===== src/rtl/iq_lane_packer.sv =====
// iq_lane_packer: buffers NUM_CH I/Q transfers in a FIFO and serialises them as LANE_W-bit framed beats.
// Defining IQ_LANE_PACKER_TEST_PATTERN_EN adds i_pattern_sel, an internal ramp source that bypasses the FIFO.
module iq_lane_packer #(
  parameter int SAMPLE_W   = 12,
  parameter int LANE_W     = 6,
  parameter int NUM_CH     = 1,
  parameter int FIFO_DEPTH = 8,
  parameter int PREFILL    = 2
) (
  input  logic                        i_fpga_clk,
  input  logic                        i_fpga_rst,
`ifdef IQ_LANE_PACKER_TEST_PATTERN_EN
  input  logic                        i_pattern_sel,
`endif
  input  logic                        i_iq_valid,
  output logic                        o_iq_ready,
  input  logic [NUM_CH*SAMPLE_W-1:0]  i_idata,
  input  logic [NUM_CH*SAMPLE_W-1:0]  i_qdata,
  output logic                        o_tx_valid,
  output logic                        o_tx_frame,
  output logic [LANE_W-1:0]           o_tx_data,
  output logic                        o_underflow,
  output logic [15:0]                 o_underflow_cnt,
  output logic [$clog2(FIFO_DEPTH):0] o_fifo_level
);

  localparam int SEGS    = SAMPLE_W / LANE_W;
  localparam int BEATS   = 2 * NUM_CH * SEGS;
  localparam int ENTRY_W = 2 * NUM_CH * SAMPLE_W;
  localparam int AW      = $clog2(FIFO_DEPTH);
  localparam int LVW     = AW + 1;
  localparam int BW      = $clog2(BEATS);

  localparam logic [LVW-1:0] DEPTH_LVL   = LVW'(FIFO_DEPTH);
  localparam logic [LVW-1:0] PREFILL_LVL = LVW'(PREFILL);
  localparam logic [BW-1:0]  LAST_BEAT   = BW'(BEATS - 1);
  localparam logic [BW-1:0]  HALF_BEATS  = BW'(BEATS / 2);

  typedef enum logic [1:0] {S_IDLE, S_STREAM, S_PATTERN} state_e;

  state_e              state_q, state_d;
  logic [BW-1:0]       beat_q, beat_d;
  logic [ENTRY_W-1:0]  entry_q, entry_d;
  logic [ENTRY_W-1:0]  wr_entry, pat_entry;
  logic [ENTRY_W-1:0]  mem_q [FIFO_DEPTH];
  logic [AW-1:0]       wr_ptr_q, wr_ptr_d, rd_ptr_q, rd_ptr_d;
  logic [LVW-1:0]      level_q, level_d;
  logic [SAMPLE_W-1:0] ramp_q, ramp_d;
  logic [15:0]         ucnt_q, ucnt_d;
  logic [LANE_W-1:0]   data_q, data_d;
  logic                ready_q, ready_d;
  logic                valid_q, valid_d;
  logic                frame_q, frame_d;
  logic                under_q, under_d;
  logic                wr_en, pop, load_pat, pattern_sel;

`ifdef IQ_LANE_PACKER_TEST_PATTERN_EN
  assign pattern_sel = i_pattern_sel;
`else
  assign pattern_sel = 1'b0;
`endif

  // Entry layout puts sample s (beat order: ch0 I, ch0 Q, ch1 I, ...) at bits [s*SAMPLE_W +: SAMPLE_W].
  always_comb begin
    wr_entry  = '0;
    pat_entry = '0;
    for (int ch = 0; ch < NUM_CH; ch++) begin
      wr_entry[2*ch*SAMPLE_W +: SAMPLE_W]      = i_idata[ch*SAMPLE_W +: SAMPLE_W];
      wr_entry[(2*ch+1)*SAMPLE_W +: SAMPLE_W]  = i_qdata[ch*SAMPLE_W +: SAMPLE_W];
      pat_entry[2*ch*SAMPLE_W +: SAMPLE_W]     = ramp_q;
      pat_entry[(2*ch+1)*SAMPLE_W +: SAMPLE_W] = ~ramp_q;
    end
  end

  function automatic logic [LANE_W-1:0] beat_seg(input logic [ENTRY_W-1:0] e,
                                                 input logic [BW-1:0]      b);
    int smp, seg;
    smp = int'(b) / SEGS;
    seg = int'(b) % SEGS;
    return e[(smp*SEGS + SEGS-1-seg)*LANE_W +: LANE_W];
  endfunction

  // NOTE: every signal written here gets a default first, so no path can infer a latch.
  always_comb begin
    state_d  = state_q;
    beat_d   = beat_q;
    entry_d  = entry_q;
    ramp_d   = ramp_q;
    ucnt_d   = ucnt_q;
    under_d  = 1'b0;
    pop      = 1'b0;
    load_pat = 1'b0;
    wr_en    = i_iq_valid & ready_q;

    if (state_q == S_IDLE || beat_q == LAST_BEAT) begin
      // Sequence boundary: choose what feeds the next sequence.
      beat_d = '0;
      if (pattern_sel) begin
        load_pat = 1'b1;
        state_d  = S_PATTERN;
      end else if (state_q == S_PATTERN) begin
        state_d = S_IDLE;
      end else if (state_q == S_IDLE) begin
        if (level_q >= PREFILL_LVL) begin
          pop     = 1'b1;
          state_d = S_STREAM;
        end
      end else if (level_q != '0) begin
        pop = 1'b1;
      end else begin
        state_d = S_IDLE;
        under_d = 1'b1;
        if (ucnt_q != 16'hFFFF) ucnt_d = ucnt_q + 16'd1;
      end
    end else begin
      beat_d = beat_q + BW'(1);
    end

    if (pop) entry_d = mem_q[rd_ptr_q];
    if (load_pat) begin
      entry_d = pat_entry;
      ramp_d  = ramp_q + SAMPLE_W'(1);
    end

    rd_ptr_d = rd_ptr_q + AW'(pop);
    wr_ptr_d = wr_ptr_q + AW'(wr_en);
    level_d  = level_q + LVW'(wr_en) - LVW'(pop);
    if (state_d == S_PATTERN) begin
      rd_ptr_d = '0;
      wr_ptr_d = '0;
      level_d  = '0;
    end

    ready_d = (state_d != S_PATTERN) && (level_d != DEPTH_LVL);
    valid_d = (state_d != S_IDLE);
    frame_d = valid_d && (beat_d < HALF_BEATS);
    data_d  = valid_d ? beat_seg(entry_d, beat_d) : '0;
  end

  // NOTE: state registers use non-blocking assignments so every flop samples pre-edge values.
  always_ff @(posedge i_fpga_clk) begin
    if (i_fpga_rst) begin
      state_q  <= S_IDLE;
      beat_q   <= '0;
      entry_q  <= '0;
      ramp_q   <= '0;
      ucnt_q   <= '0;
      rd_ptr_q <= '0;
      wr_ptr_q <= '0;
      level_q  <= '0;
      ready_q  <= 1'b0;
      valid_q  <= 1'b0;
      frame_q  <= 1'b0;
      data_q   <= '0;
      under_q  <= 1'b0;
    end else begin
      state_q  <= state_d;
      beat_q   <= beat_d;
      entry_q  <= entry_d;
      ramp_q   <= ramp_d;
      ucnt_q   <= ucnt_d;
      rd_ptr_q <= rd_ptr_d;
      wr_ptr_q <= wr_ptr_d;
      level_q  <= level_d;
      ready_q  <= ready_d;
      valid_q  <= valid_d;
      frame_q  <= frame_d;
      data_q   <= data_d;
      under_q  <= under_d;
    end
  end

  // NOTE: the storage array is not reset; level and pointers alone decide which entries are live.
  always_ff @(posedge i_fpga_clk) begin
    if (wr_en) mem_q[wr_ptr_q] <= wr_entry;
  end

  assign o_iq_ready      = ready_q;
  assign o_tx_valid      = valid_q;
  assign o_tx_frame      = frame_q;
  assign o_tx_data       = data_q;
  assign o_underflow     = under_q;
  assign o_underflow_cnt = ucnt_q;
  assign o_fifo_level    = level_q;

endmodule


===== config.mk =====
export PLATFORM = sky130hd
export DESIGN_NAME = iq_lane_packer
export DESIGN_NICKNAME = d
export VERILOG_FILES = /design/src/rtl/iq_lane_packer.sv
export SDC_FILE = /design/constraint.sdc
export NUM_CORES = 1
export LEC_CHECK = 0
export BUFFER_PORTS_ARGS = -buffer_cell sky130_fd_sc_hd__buf_4
export CAP_MARGIN = 10
export CORE_UTILIZATION = 50
export DETAILED_ROUTE_END_ITERATION = 12
export HOLD_SLACK_MARGIN = 0.08
export PLACE_DENSITY = 0.74
export SLEW_MARGIN = 30
export SYNTH_ARGS = -nofsm -noshare
export SYNTH_HDL_FRONTEND = slang
export SYNTH_SLANG_ARGS = --single-unit
export TNS_END_PERCENT = 100

===== constraint.sdc =====
create_clock -name i_fpga_clk -period 3.4 [get_ports i_fpga_clk]
set_input_delay 0.51 -clock i_fpga_clk [delete_from_list [all_inputs] [get_ports i_fpga_clk]]
set_output_delay 0.51 -clock i_fpga_clk [all_outputs]
set_load 0.005 [all_outputs]

Word level (Yosys, flattened, before mapping)
Memories as Yosys holds them, arrays and structs flattened. A register that Yosys moved wholly into a read port is not among the register bits.
Index checks and enable logic that the tools add are counted.

storage, ports and cells
  register bits after elaboration = 64
  bits in writable memories = 192
  input port bits = 27
  output and inout port bits = 30
  logic and storage cells = 65
  memories kept = 1

operators by class
  $add $sub $neg = 9
  $mul = 1
  $lt $le $gt $ge = 2
  equal/unequal tests = 6
  shifts and indexed selects = 1
  multiplexer cells = 17
  bitwise logic cells = 6
  reduce and logical (&&, ||, !) cells = 10

memories
  memory  words  bits a word  rd ports  clocked after Yosys merged registers in  write ports  RTL line  text
  mem_q   8      24           1         1                                        1            45        logic [ENTRY_W-1:0] mem_q [FIFO_DEPTH];

operators by type and width
  cell                                                                                 count
  24-bit 2-to-1 mux                                                                    1
  24-bit by 9-bit indexed part select with 6-bit output                                1
  16-bit by 1-bit adder with 16-bit output, second input constant                      1
  16-bit != test, second input constant                                                1
  2-bit 2-to-1 mux                                                                     6
  5-bit by 3-bit multiplier with 8-bit output, second input constant                   1
  1-bit 2-to-1 mux                                                                     8
  3-bit by 1-bit adder with 3-bit output                                               2
  2-bit == test, second input constant                                                 3
  1-bit inverter                                                                       5
  5-bit AND reduction                                                                  1
  4-bit by 2-bit subtractor with 5-bit output                                          1
  4-bit by 1-bit adder with 4-bit output                                               1
  4-bit by 2-bit greater-or-equal comparator with 1-bit output, second input constant  1
  4-bit 2-to-1 mux                                                                     1
  4-bit != test, second input constant                                                 1
  4-bit nonzero test                                                                   1
  2-bit OR reduction                                                                   2
  4-bit OR reduction                                                                   1
  3-bit by 1-bit subtractor with 4-bit output, second input constant                   1
  4-bit by 1-bit subtractor with 4-bit output                                          1
  2-bit by 2-bit adder with 3-bit output, second input constant                        1
  3-bit 2-to-1 mux                                                                     1
  2-bit by 1-bit adder with 2-bit output, second input constant                        1
  7 further kinds                                                                      8

Depth between registers and ports, before layout
Gate-level depths: netlist (run 1).

  depth in word-level cells = 9
  mapped depth = 15
  depth with buffers taken out = 13

Least setup slack after synthesis (run 1)
No wires, ideal clock.

  kind = register to register
  start = register level_q[2], in the netlist o_fifo_level[2]
  end = register ready_q, in the netlist o_iq_ready
  setup time = 122 ps
  data arrival time = 2908 ps
  path slack = 370 ps
  cell stages (with the launch flop) = 14
  path buffers = 2
  clock period less this slack = 3030 ps
  path through = dfxtp_1 -> inv_1 -> ha_1 -> nor2b_1 -> o32a_2 -> clkinv_1 -> buf_2 -> buf_1 -> ha_1 -> inv_1 -> ha_1 -> fa_1 -> nor4b_1 -> nor2_1

between the ends
  longest elaborated chain between the ends = 9
  elaborated cells on any way between the ends = 19

ends and longest elaborated chain
  what                                                                                                RTL line  text
  from (decl)                                                                                         47        logic [LVW-1:0] level_q, level_d;
  from (signal assigned)                                                                              164       level_q <= level_d;
  4-bit by 2-bit greater-or-equal comparator with 1-bit output or 4-bit nonzero test (tied branches)  104, 108
  1-bit 2-to-1 mux (tied with other cells)                                                            104       if (level_q >= PREFILL_LVL) begin
  1-bit 2-to-1 mux or 2-bit 2-to-1 mux (tied branches)                                                103       end else if (state_q == S_IDLE) begin
  1-bit 2-to-1 mux or 2-bit 2-to-1 mux (tied branches)                                                101       end else if (state_q == S_PATTERN) begin
  1-bit 2-to-1 mux or 2-bit 2-to-1 mux (tied branches)                                                95        if (state_q == S_IDLE || beat_q == LAST_BEAT) begin
  4-bit by 1-bit subtractor with 4-bit output or 2-bit == test (tied branches)                        127, 128
  4-bit 2-to-1 mux                                                                                    128       if (state_d == S_PATTERN) begin
  4-bit != test                                                                                       134       ready_d = (state_d != S_PATTERN) && (level_d != DEPTH_LVL);
  1-bit logical AND *                                                                                 134
  to (signal assigned)                                                                                165       ready_q <= ready_d;
  to (decl)                                                                                           51        logic ready_q, ready_d;

Mark *: on every way between the ends. The rest lies on a longest branch, timed or not.
A chain may end at the register's enable or synchronous reset.

Worst setup path after layout (run 1)
  start = register beat_q[0]
  end = register data_q[4], in the netlist o_tx_data[4]

between the ends
  longest elaborated chain between the ends = 8
  elaborated cells on any way between the ends = 15

ends and longest elaborated chain
  what                                                                                 RTL line  text
  from (decl)                                                                          42        logic [BW-1:0] beat_q, beat_d;
  from (signal assigned)                                                               158       beat_q <= beat_d;
  branches (longest 8 deep; another with 5-bit by 3-bit multiplier with 8-bit output)  --
  to (signal assigned)                                                                 168       data_q <= data_d;
  to (decl)                                                                            50        logic [LANE_W-1:0] data_q, data_d;

Several ways; the timed one is not identified.

==> impl_metrics.tcl, run 1 <==
set metrics [dict create \
    maxCapViolCount 0 \
    synth.yosys.seq_area_share_pct 66.1 \
    finalInstanceArea_um2 12200 \
    via_count 6279 \
    hold_viol 0 \
    rsz0062_at_grt "no" \
    period_minus_slack_ps 2890 \
    dr.pass1.iters 5 \
    period_share_pct 85.0 \
    setup_viol_count_final 0 \
    cp_data_required_time_ps 3850 \
    path_buf_inv 2 \
    clkTransAtPathRegs_ps 60 \
    die-height_um 148 \
    numCtsBuffers 26 \
    num_rows 53 \
    cts-root-buf "clkbuf_16" \
    cp-end-kind "register" \
    dp_worst_setup_slack_ps 606 \
    drive_gt1_share_pct 18.9 \
    worst_pin_slew_ps 665 \
    track_usage_pct 20.5 \
    final_max_slew_viol_count 0 \
    cpPeakStageDelay_ps 350 \
    ys_warn_count 0 \
    via_per_inst 5.74 \
    io_pins 57 \
    n_antenna_cell 0 \
    setup_tns_ps 0 \
    drc_errors 0 \
    synthFlopType "edfxtp_1" \
    start_util_pct 50.8 \
    overflow 0 \
    clkPwrFrac_pct 31.4 \
    fin_nets 840 \
    ys_ff_latch 256 \
    core-area_um2 21000 \
    final_common_cell "edfxtp_1" \
    finalPower_mw 9.19 \
    cp_max_fo 9 \
    p_int_mw 6.40 \
    routabilityCongestion 0.912 \
    path_class "reg2reg" \
    clock_path_buffers 3 \
    dpl_cell_area_um2 11400 \
    drtAntennaViolNets 0 \
    synthesis.area_um2 10700 \
    p_leak_nw 4.16 \
    die_x_um 148 \
    layout_common_cells "edfxtp_1, buf_4, nor2_1" \
    clock_latency_ps 540 \
    final_util_pct 58.4 \
    final.setup.worst_slack_ps 509 \
    netSwitchingFraction_pct 30.3 \
    synth_enable_flop_cells 192 \
    synth_cell_type_count 70 \
    detail_route.iter0.violations 376 \
    portBuffers 56 \
    syn_inst 731 \
    synthArstFlopShare_pct 0 \
    crit_path_cell_trace "ha_1 -> o21bai_2 -> or2_1 -> inv_2 -> ha_1 -> clkinv_1 -> mux2i_1 -> a211oi_2 -> or3_1 -> a31oi_1" \
    cts-htree-levels 1 \
    start_kind "register" \
    crit_path_frequent_cell "ha_1" \
    grt_pass1_wl_mm 34.0 \
    instances_no_fill 1094 \
    cp_top_family "simple AND/OR/NAND/NOR gates" \
    antenna_found_initial 0 \
    hold_class "in2reg" \
    max_slew_margin_pct 55.4 \
    cts_setup_buffers 0 \
    avgSynthCellArea_um2 14.6 \
    synth_top_area_share_pct 54.1 \
    dpl.hpwl_mm 13.0 \
    cpMaxStageDelayCell "dfxtp_1" \
    cts_num_sinks 256 \
    area_delta_synth_final_pct 14.8 \
    ir_worst_vdd_v 0.000461 \
    post-place-cells 1046 \
    cts_tree "done" \
    cts_resized 0 \
    worstPathArrival_ps 3340 \
    wl_mm 22.0 \
    worst_clock_skew_ps 11.0 \
    yosysTopAreaCell "edfxtp_1" \
    grt_start_max_net_pins 49 \
    ctsHoldBuffers 0 \
    timing.fmax_mhz 346 \
    p_seq_share_pct 42.4 \
    synth.top_cells.by_area "edfxtp_1, dfxtp_1, mux2i_1, mux4_2, nor2_1" \
    avgRoutedWirePerCell_um 20.1 \
    grt_pass1_vias 6146 \
    syn_nets 772 \
    p_comb_share_pct 26.3 \
    holdWs_ps 200 \
    outcome "finished, final reports clean" \
    p_per_area_nw_per_um2 751 \
    p_switching_mw 2.79 \
    dieArea_um2 21900 \
]
-- worst reg2reg max path, stage by stage, from the launching register on --
cell and delay [ps]:
dfxtp_1 350, ha_1 290, o21bai_2 260, or2_1 320, inv_2 90, ha_1 280
clkinv_1 330, mux2i_1 310, a211oi_2 110, or3_1 330, a31oi_1 150
-- final cells by class --
| type | count | area [µm²] |
|---|---|---|
| Clock buffer | 30 | 666 |
| Tap cell | 275 | 344 |
| Multi-Input combinational cell | 424 | 3310 |
| Sequential cell | 256 | 7050 |
| Timing Repair Buffer | 78 | 611 |
| Clock inverter | 18 | 206 |
| Inverter | 13 | 48.8 |
| Fill cell | 1676 | 8720 |
-- flip-flops by register name, summed over array words and instances (netlist names) --
register,flops
o_tx_data,6
state_q,2
o_underflow_cnt,16
entry_q,24
wr_ptr_q,3
o_underflow,1
o_fifo_level,4
o_iq_ready,1
beat_q,2
mem_q,192
o_tx_frame,1
rd_ptr_q,3
o_tx_valid,1
-- power groups by stage --
stage / Sequential [mW] / Clock [mW] / Combinational (mW)
2_1_floorplan: 3.87 / 0 / 1.81
3_3_place_gp: 3.94 / 0 / 2.35
3_5_place_dp: 3.95 / 0 / 2.38
4_1_cts: 3.89 / 2.93 / 2.41
5_1_grt: 3.93 / 3.04 / 2.63
6_report: 3.89 / 2.88 / 2.41
-- Yosys cell counts (all sizes together) (4+ instances only) --
cell type    n
edfxtp     192
nor3        26
xnor2       12
or3          8
nor2        76
clkbuf      10
and2        10
mux2i       66
mux4        23
nand2b       6
a211oi      13
nand4        7
inv         11
nand2       39
a22oi       24
ha          13
a311oi       4
nor2b        4
nor4         4
or2          4
a21oi       20
dfxtp       64
nand3        7
buf         28
xor2         5
-- metal layers --
layer	track usage, %	share of wire, %	up-vias
met4	7.89	3.2	0
met3	3.58	5.9	47
met5	0	0	-
met2	33.6	48	203
li1	-	-	2947
met1	27.3	43	3082
-- worst paths after layout --
path              cells after the start            to  slack, ps  startpoint
setup / recovery                     10  o_tx_data[4]        510   beat_q[0]
hold / removal                        1   mem_q[3][8]        200  i_idata[8]
setup reg to reg                     10  o_tx_data[4]        510   beat_q[0]
hold reg to reg                       2    entry_q[3]        480  entry_q[3]
-- cell families after synthesis --
kind of cell	share of synthesized area, %
and+or+nand+nor	9.41
DFF	66.1
muxes	11.4
xor gates and xnor gates	1.40
AOI/OAI and AO/OA	6.85
buffers and inverters	3.05
adders and majority gates	1.71
Power figures use the tool's default switching activity.
==> run 2: changes to the inputs <==
--- a/config.mk
+++ b/config.mk
@@ -7,10 +7,11 @@
 export LEC_CHECK = 0
 export BUFFER_PORTS_ARGS = -buffer_cell sky130_fd_sc_hd__buf_4
 export CAP_MARGIN = 10
-export CORE_UTILIZATION = 50
+export CORE_UTILIZATION = 60
 export DETAILED_ROUTE_END_ITERATION = 12
 export HOLD_SLACK_MARGIN = 0.08
-export PLACE_DENSITY = 0.74
+export PLACE_DENSITY = 0.85
+export REMOVE_ABC_BUFFERS = 1
 export SLEW_MARGIN = 30
 export SYNTH_ARGS = -nofsm -noshare
 export SYNTH_HDL_FRONTEND = slang
==> run 2 against run 1 <==
  * Worst hold slack improved by 29 ps
  * Flip-flop and latch count unchanged
  * Maximum frequency shrank 3.7%
  * Final cell count decreased by 4.8%
  * Critical path type unchanged
  * Largest power group unchanged
  * Power decreased by 3.1%
  * Critical endpoint is now o_tx_data[2]
  * Highest routed layer unchanged
  * Utilization is 11 points higher
  * Sequential share of layout area increased by 0.90 points
  * Wire length is 2.1% higher
  * Critical path depth increased by 1
  * Register-to-register slack got worse by 110 ps
  * Global-route usage up 5.2 points
  * Count of clock-buffer cells in the layout up 10
==> impl_metrics.tcl, run 2 (synthesis results as in run 1) <==
set metrics [dict create \
    portBuffers 56 \
    cpPeakStageDelay_ps 420 \
    num_rows 48 \
    crit_path_frequent_cell "ha_1" \
    detail_route.iter0.violations 515 \
    drc_errors 0 \
    p_per_area_nw_per_um2 739 \
    grt_start_max_net_pins 49 \
    grt_pass1_wl_mm 35.5 \
    cts-root-buf "clkbuf_16" \
    dpl.hpwl_mm 13.7 \
    hold_class "in2reg" \
    worst_clock_skew_ps 6.66 \
    fin_nets 839 \
    cpMaxStageDelayCell "ha_1" \
    io_pins 57 \
    track_usage_pct 25.7 \
    n_antenna_cell 0 \
    die-height_um 135 \
    ir_worst_vdd_v 0.000470 \
    largest_register "mem_q" \
    layout_common_cells "edfxtp_1, buf_4, nor2_1" \
    final_util_pct 69.6 \
    final.setup.worst_slack_ps 397 \
    drtAntennaViolNets 0 \
    start_kind "register" \
    core-area_um2 17300 \
    cp_data_required_time_ps 3860 \
    clkTransAtPathRegs_ps 60 \
    cts_resized 0 \
    clock_latency_ps 510 \
    dpl_cell_area_um2 11300 \
    overflow 0 \
    path_class "reg2reg" \
    cts_num_sinks 256 \
    timing.fmax_mhz 333 \
    rsz0062_at_grt "no" \
    die_x_um 135 \
    cts-htree-levels 1 \
    grt_pass1_vias 6584 \
    dr.pass1.iters 4 \
    p_leak_nw 4.12 \
    start_util_pct 61.6 \
    hold_viol 0 \
    dieArea_um2 18300 \
    cts_tree "done" \
    clock_path_buffers 3 \
    cp-end-kind "register" \
    area_delta_synth_final_pct 13.0 \
    drive_gt1_share_pct 18.5 \
    antenna_found_initial 0 \
    period_share_pct 88.3 \
    avgRoutedWirePerCell_um 21.6 \
    worstPathArrival_ps 3460 \
    largest_reg_flops 192 \
    via_per_inst 6.17 \
    final_common_cell "edfxtp_1" \
    numCtsBuffers 25 \
    worst_pin_slew_ps 826 \
    wl_mm 22.5 \
    ctsHoldBuffers 0 \
    via_count 6424 \
    final_max_slew_viol_count 0 \
    finalInstanceArea_um2 12000 \
    maxCapViolCount 0 \
    cp_max_fo 13 \
    max_slew_margin_pct 44.9 \
    outcome "finished, final reports clean" \
    crit_path_cell_trace "ha_1 -> o21bai_2 -> or2_1 -> inv_2 -> ha_1 -> clkinv_1 -> nand2_1 -> nor2_1 -> a211oi_1 -> and3_1 -> a211o_1" \
    routabilityCongestion 0.903 \
    period_minus_slack_ps 3000 \
    dp_worst_setup_slack_ps 487 \
    cts_setup_buffers 0 \
    setup_viol_count_final 0 \
]
## run 2: metrics by stage
step | setup TNS [ps] | instances | hold slack, ps | total power [mW]
floorplan | -407 | 693 | 438 | 5.52
global placement | 0 | 996 | 459 | 6.27
detailed placement | 0 | 996 | 474 | 6.34
CTS | 0 | 1041 | 212 | 8.94
global route | 0 | 1041 | 218 | 9.33
finish | 0 | 1041 | 229 | 8.90
## run 2: routing by layer
metal	global-route usage (%)	vias to the layer above	part of all wire (%)
li1	-	2936	-
met1	33.4	3187	40
met2	43.5	247	50
met3	3.74	54	6.3
met4	10.7	0	3.3
met5	0	-	0
## run 2: path summary, 6_finish.rpt
| kind | start | endpoint | slack [ps] | cells past startpoint |
|---|---|---|---|---|
| worst max-delay path | beat_q[0] | o_tx_data[2] | 400 | 11 |
| worst max register to register | beat_q[0] | o_tx_data[2] | 400 | 11 |
| worst min register to register | entry_q[2] | entry_q[2] | 490 | 2 |
| worst min-delay path | i_idata[1] | mem_q[1][1] | 230 | 1 |
## run 2: report_power, final
part / internal [mW] / switching (mW) / total [mW]
sequential: 3.68 / 0.232 / 3.91
combinational: 0.990 / 1.40 / 2.39
clock: 1.52 / 1.07 / 2.59
## run 2: critical path, delay by kind of cell (launching register included)
kind / cells / cell delay, ps
buf+inv: 2 / 460
compound gates: 3 / 630
flops: 1 / 350
simple gates: 4 / 810
fa+ha+maj: 2 / 700
## run 2: layout make-up
type	count	area, µm²
sequential	256	7050
fill	1146	5250
multi-input combinational	424	3310
clock buffer	40	722
timing repair buffer	78	586
tap	225	282
clock inverter	5	48.8
inverter	13	48.8
==> run 3: changes to the inputs <==
==> constraint.sdc (replaced) <==
create_clock -name i_fpga_clk -period 3.3 [get_ports i_fpga_clk]
set_input_delay 0.495 -clock i_fpga_clk [delete_from_list [all_inputs] [get_ports i_fpga_clk]]
set_output_delay 0.495 -clock i_fpga_clk [all_outputs]
set_load 0.005 [all_outputs]
==> run 3 against run 2 <==
  * First-iteration DRC count rose by 0.78%
  * Power up 2.6%
  * Clock power is essentially flat
  * Die area stayed put
  * Sequential power increased by 3%
  * Count of clock-buffer cells in the layout shrank 4
  * Worst hold slack lost 12 ps
  * Maximum frequency rose by 3.4%
  * Setup slack lost 1.3 ps
  * Clock skew rose by 4.1 ps
==> impl_metrics.tcl, run 3 (synthesis results as in run 1) <==
set metrics [dict create \
    die_x_um 135 \
    dieArea_um2 18300 \
    numCtsBuffers 25 \
    routabilityCongestion 0.949 \
    grt_pass1_vias 6396 \
    met3_length_mm 1.44 \
    max_slew_margin_pct 51.8 \
    fin_nets 837 \
    drtAntennaViolNets 0 \
    cts_tree "done" \
    track_usage_pct 25.0 \
    via_per_inst 6.16 \
    ir_worst_vdd_v 0.000688 \
    ff2ff_setup_slack_ps 400 \
    reg2reg_to "o_tx_data[3]" \
    final-seq-area_um2 7050 \
    cp_max_fo 9 \
    dp_worst_setup_slack_ps 486 \
    post-place-cells 994 \
    top_layer_used "met4" \
    clock_latency_ps 510 \
    cts-htree-levels 1 \
    final_max_slew_viol_count 0 \
    rsz0062_at_grt "no" \
    crit_start "beat_q[0]" \
    p_leak_nw 4.10 \
    layout_common_cells "edfxtp_1, buf_4, nor2_1" \
    drc_errors 0 \
    cp_data_required_time_ps 3750 \
    grt_start_max_net_pins 49 \
    largest_register "mem_q" \
    drive_gt1_share_pct 18.4 \
    drt-met1-wl_mm 9.19 \
    worstPathArrival_ps 3360 \
    num_rows 48 \
    path_class "reg2reg" \
    ctsHoldBuffers 0 \
    io_pins 57 \
    cts_resized 0 \
    portBuffers 56 \
    core-area_um2 17300 \
    cts_setup_buffers 0 \
    antenna_found_initial 0 \
    maxCapViolCount 0 \
    clkTransAtPathRegs_ps 60 \
    overflow 0 \
    multiInputGateArea_um2 3310 \
    wl_met2_mm 10.9 \
    detail_route.iter0.violations 519 \
    period_minus_slack_ps 2900 \
    start_util_pct 61.6 \
    hold_viol 0 \
    setup_viol_count_final 0 \
    avgRoutedWirePerCell_um 21.4 \
    fillers 1160 \
    outcome "finished, final reports clean" \
    wl_mm 22.2 \
    via_count 6401 \
    hold_class "in2reg" \
    instances_no_fill 1039 \
    p_per_area_nw_per_um2 760 \
    period_share_pct 88.0 \
    dpl.hpwl_mm 13.6 \
    critPathCapture "o_tx_data[3]" \
    worstRegToRegCells 10 \
    finalPower_mw 9.13 \
    dr.pass1.iters 5 \
    start_kind "register" \
    die-height_um 135 \
    grt_pass1_wl_mm 34.6 \
    worst_pin_slew_ps 722 \
    cts_num_sinks 256 \
    timing.fmax_mhz 344 \
    n_antenna_cell 0 \
    largest_reg_flops 192 \
    final_common_cell "edfxtp_1" \
    cts-root-buf "clkbuf_16" \
    worst_clock_skew_ps 10.8 \
    clock_path_buffers 3 \
    area_delta_synth_final_pct 12.8 \
    cp-end-kind "register" \
    final.setup.worst_slack_ps 396 \
    timing.rr.start "beat_q[0]" \
]
run 3: cell count changes in the layout (fill, tap and decap cells not counted):
cell        before  now
clkbuf_1        11   10
buf_12           0    1
inv_6            0    1
clkinv_2         3    5
clkinvlp_2       0    1
clkbuf_8         4    1
buf_4           78   75
run 3: worst min path at each step:
stage                     startpoint  slack, ps  depth (start not counted)      endpoint
after global routing      i_qdata[1]        210                          1  mem_q[1][13]
after CTS                 i_qdata[1]        200                          1  mem_q[1][13]
final                     i_qdata[8]        220                          1  mem_q[6][20]
after floorplan           entry_q[2]        440                          2    entry_q[2]
after global placement    entry_q[2]        460                          2    entry_q[2]
after detailed placement  entry_q[3]        480                          2    entry_q[3]
run 3: worst max-delay path: stages, from the launching register on:
cell	delay (ps)
dfxtp_1	350
ha_1	290
o21bai_2	270
or2_1	270
inv_2	70
ha_1	330
clkinv_1	340
nand2_1	250
o21ba_2	180
a221oi_1	320
a211o_1	170
run 3: area by class of cell:
cell class,instances,area share [%]
Inverter,13,0.406
Multi-Input combinational cell,424,27.5
Clock buffer,36,5.63
Sequential cell,256,58.6
Timing Repair Buffer,76,4.85
Clock inverter,9,0.604
Tap cell,225,2.34
run 3: where the power goes:
group / total (mW) / switching, mW / internal (mW)
combinational: 2.49 / 1.46 / 1.03
sequential: 4.02 / 0.233 / 3.79
clock: 2.62 / 1.11 / 1.50
run 3: stage by stage:
stage,setup TNS (ps),hold WS (ps),utilization (%),cell area [µm²]
3_5_place_dp,0,477,65.2,11300
4_1_cts,0,205,69.5,12000
6_report,0,217,69.5,12000
5_1_grt,0,210,69.5,12000
2_1_floorplan,-857,438,-,10400
3_3_place_gp,0,458,65.2,11300
run 3: per-layer routing:
layer,GRT usage [%],vias to the layer above
met5,0,-
met4,9.80,0
met3,3.37,52
met2,41.7,275
met1,33.4,3144
li1,-,2930
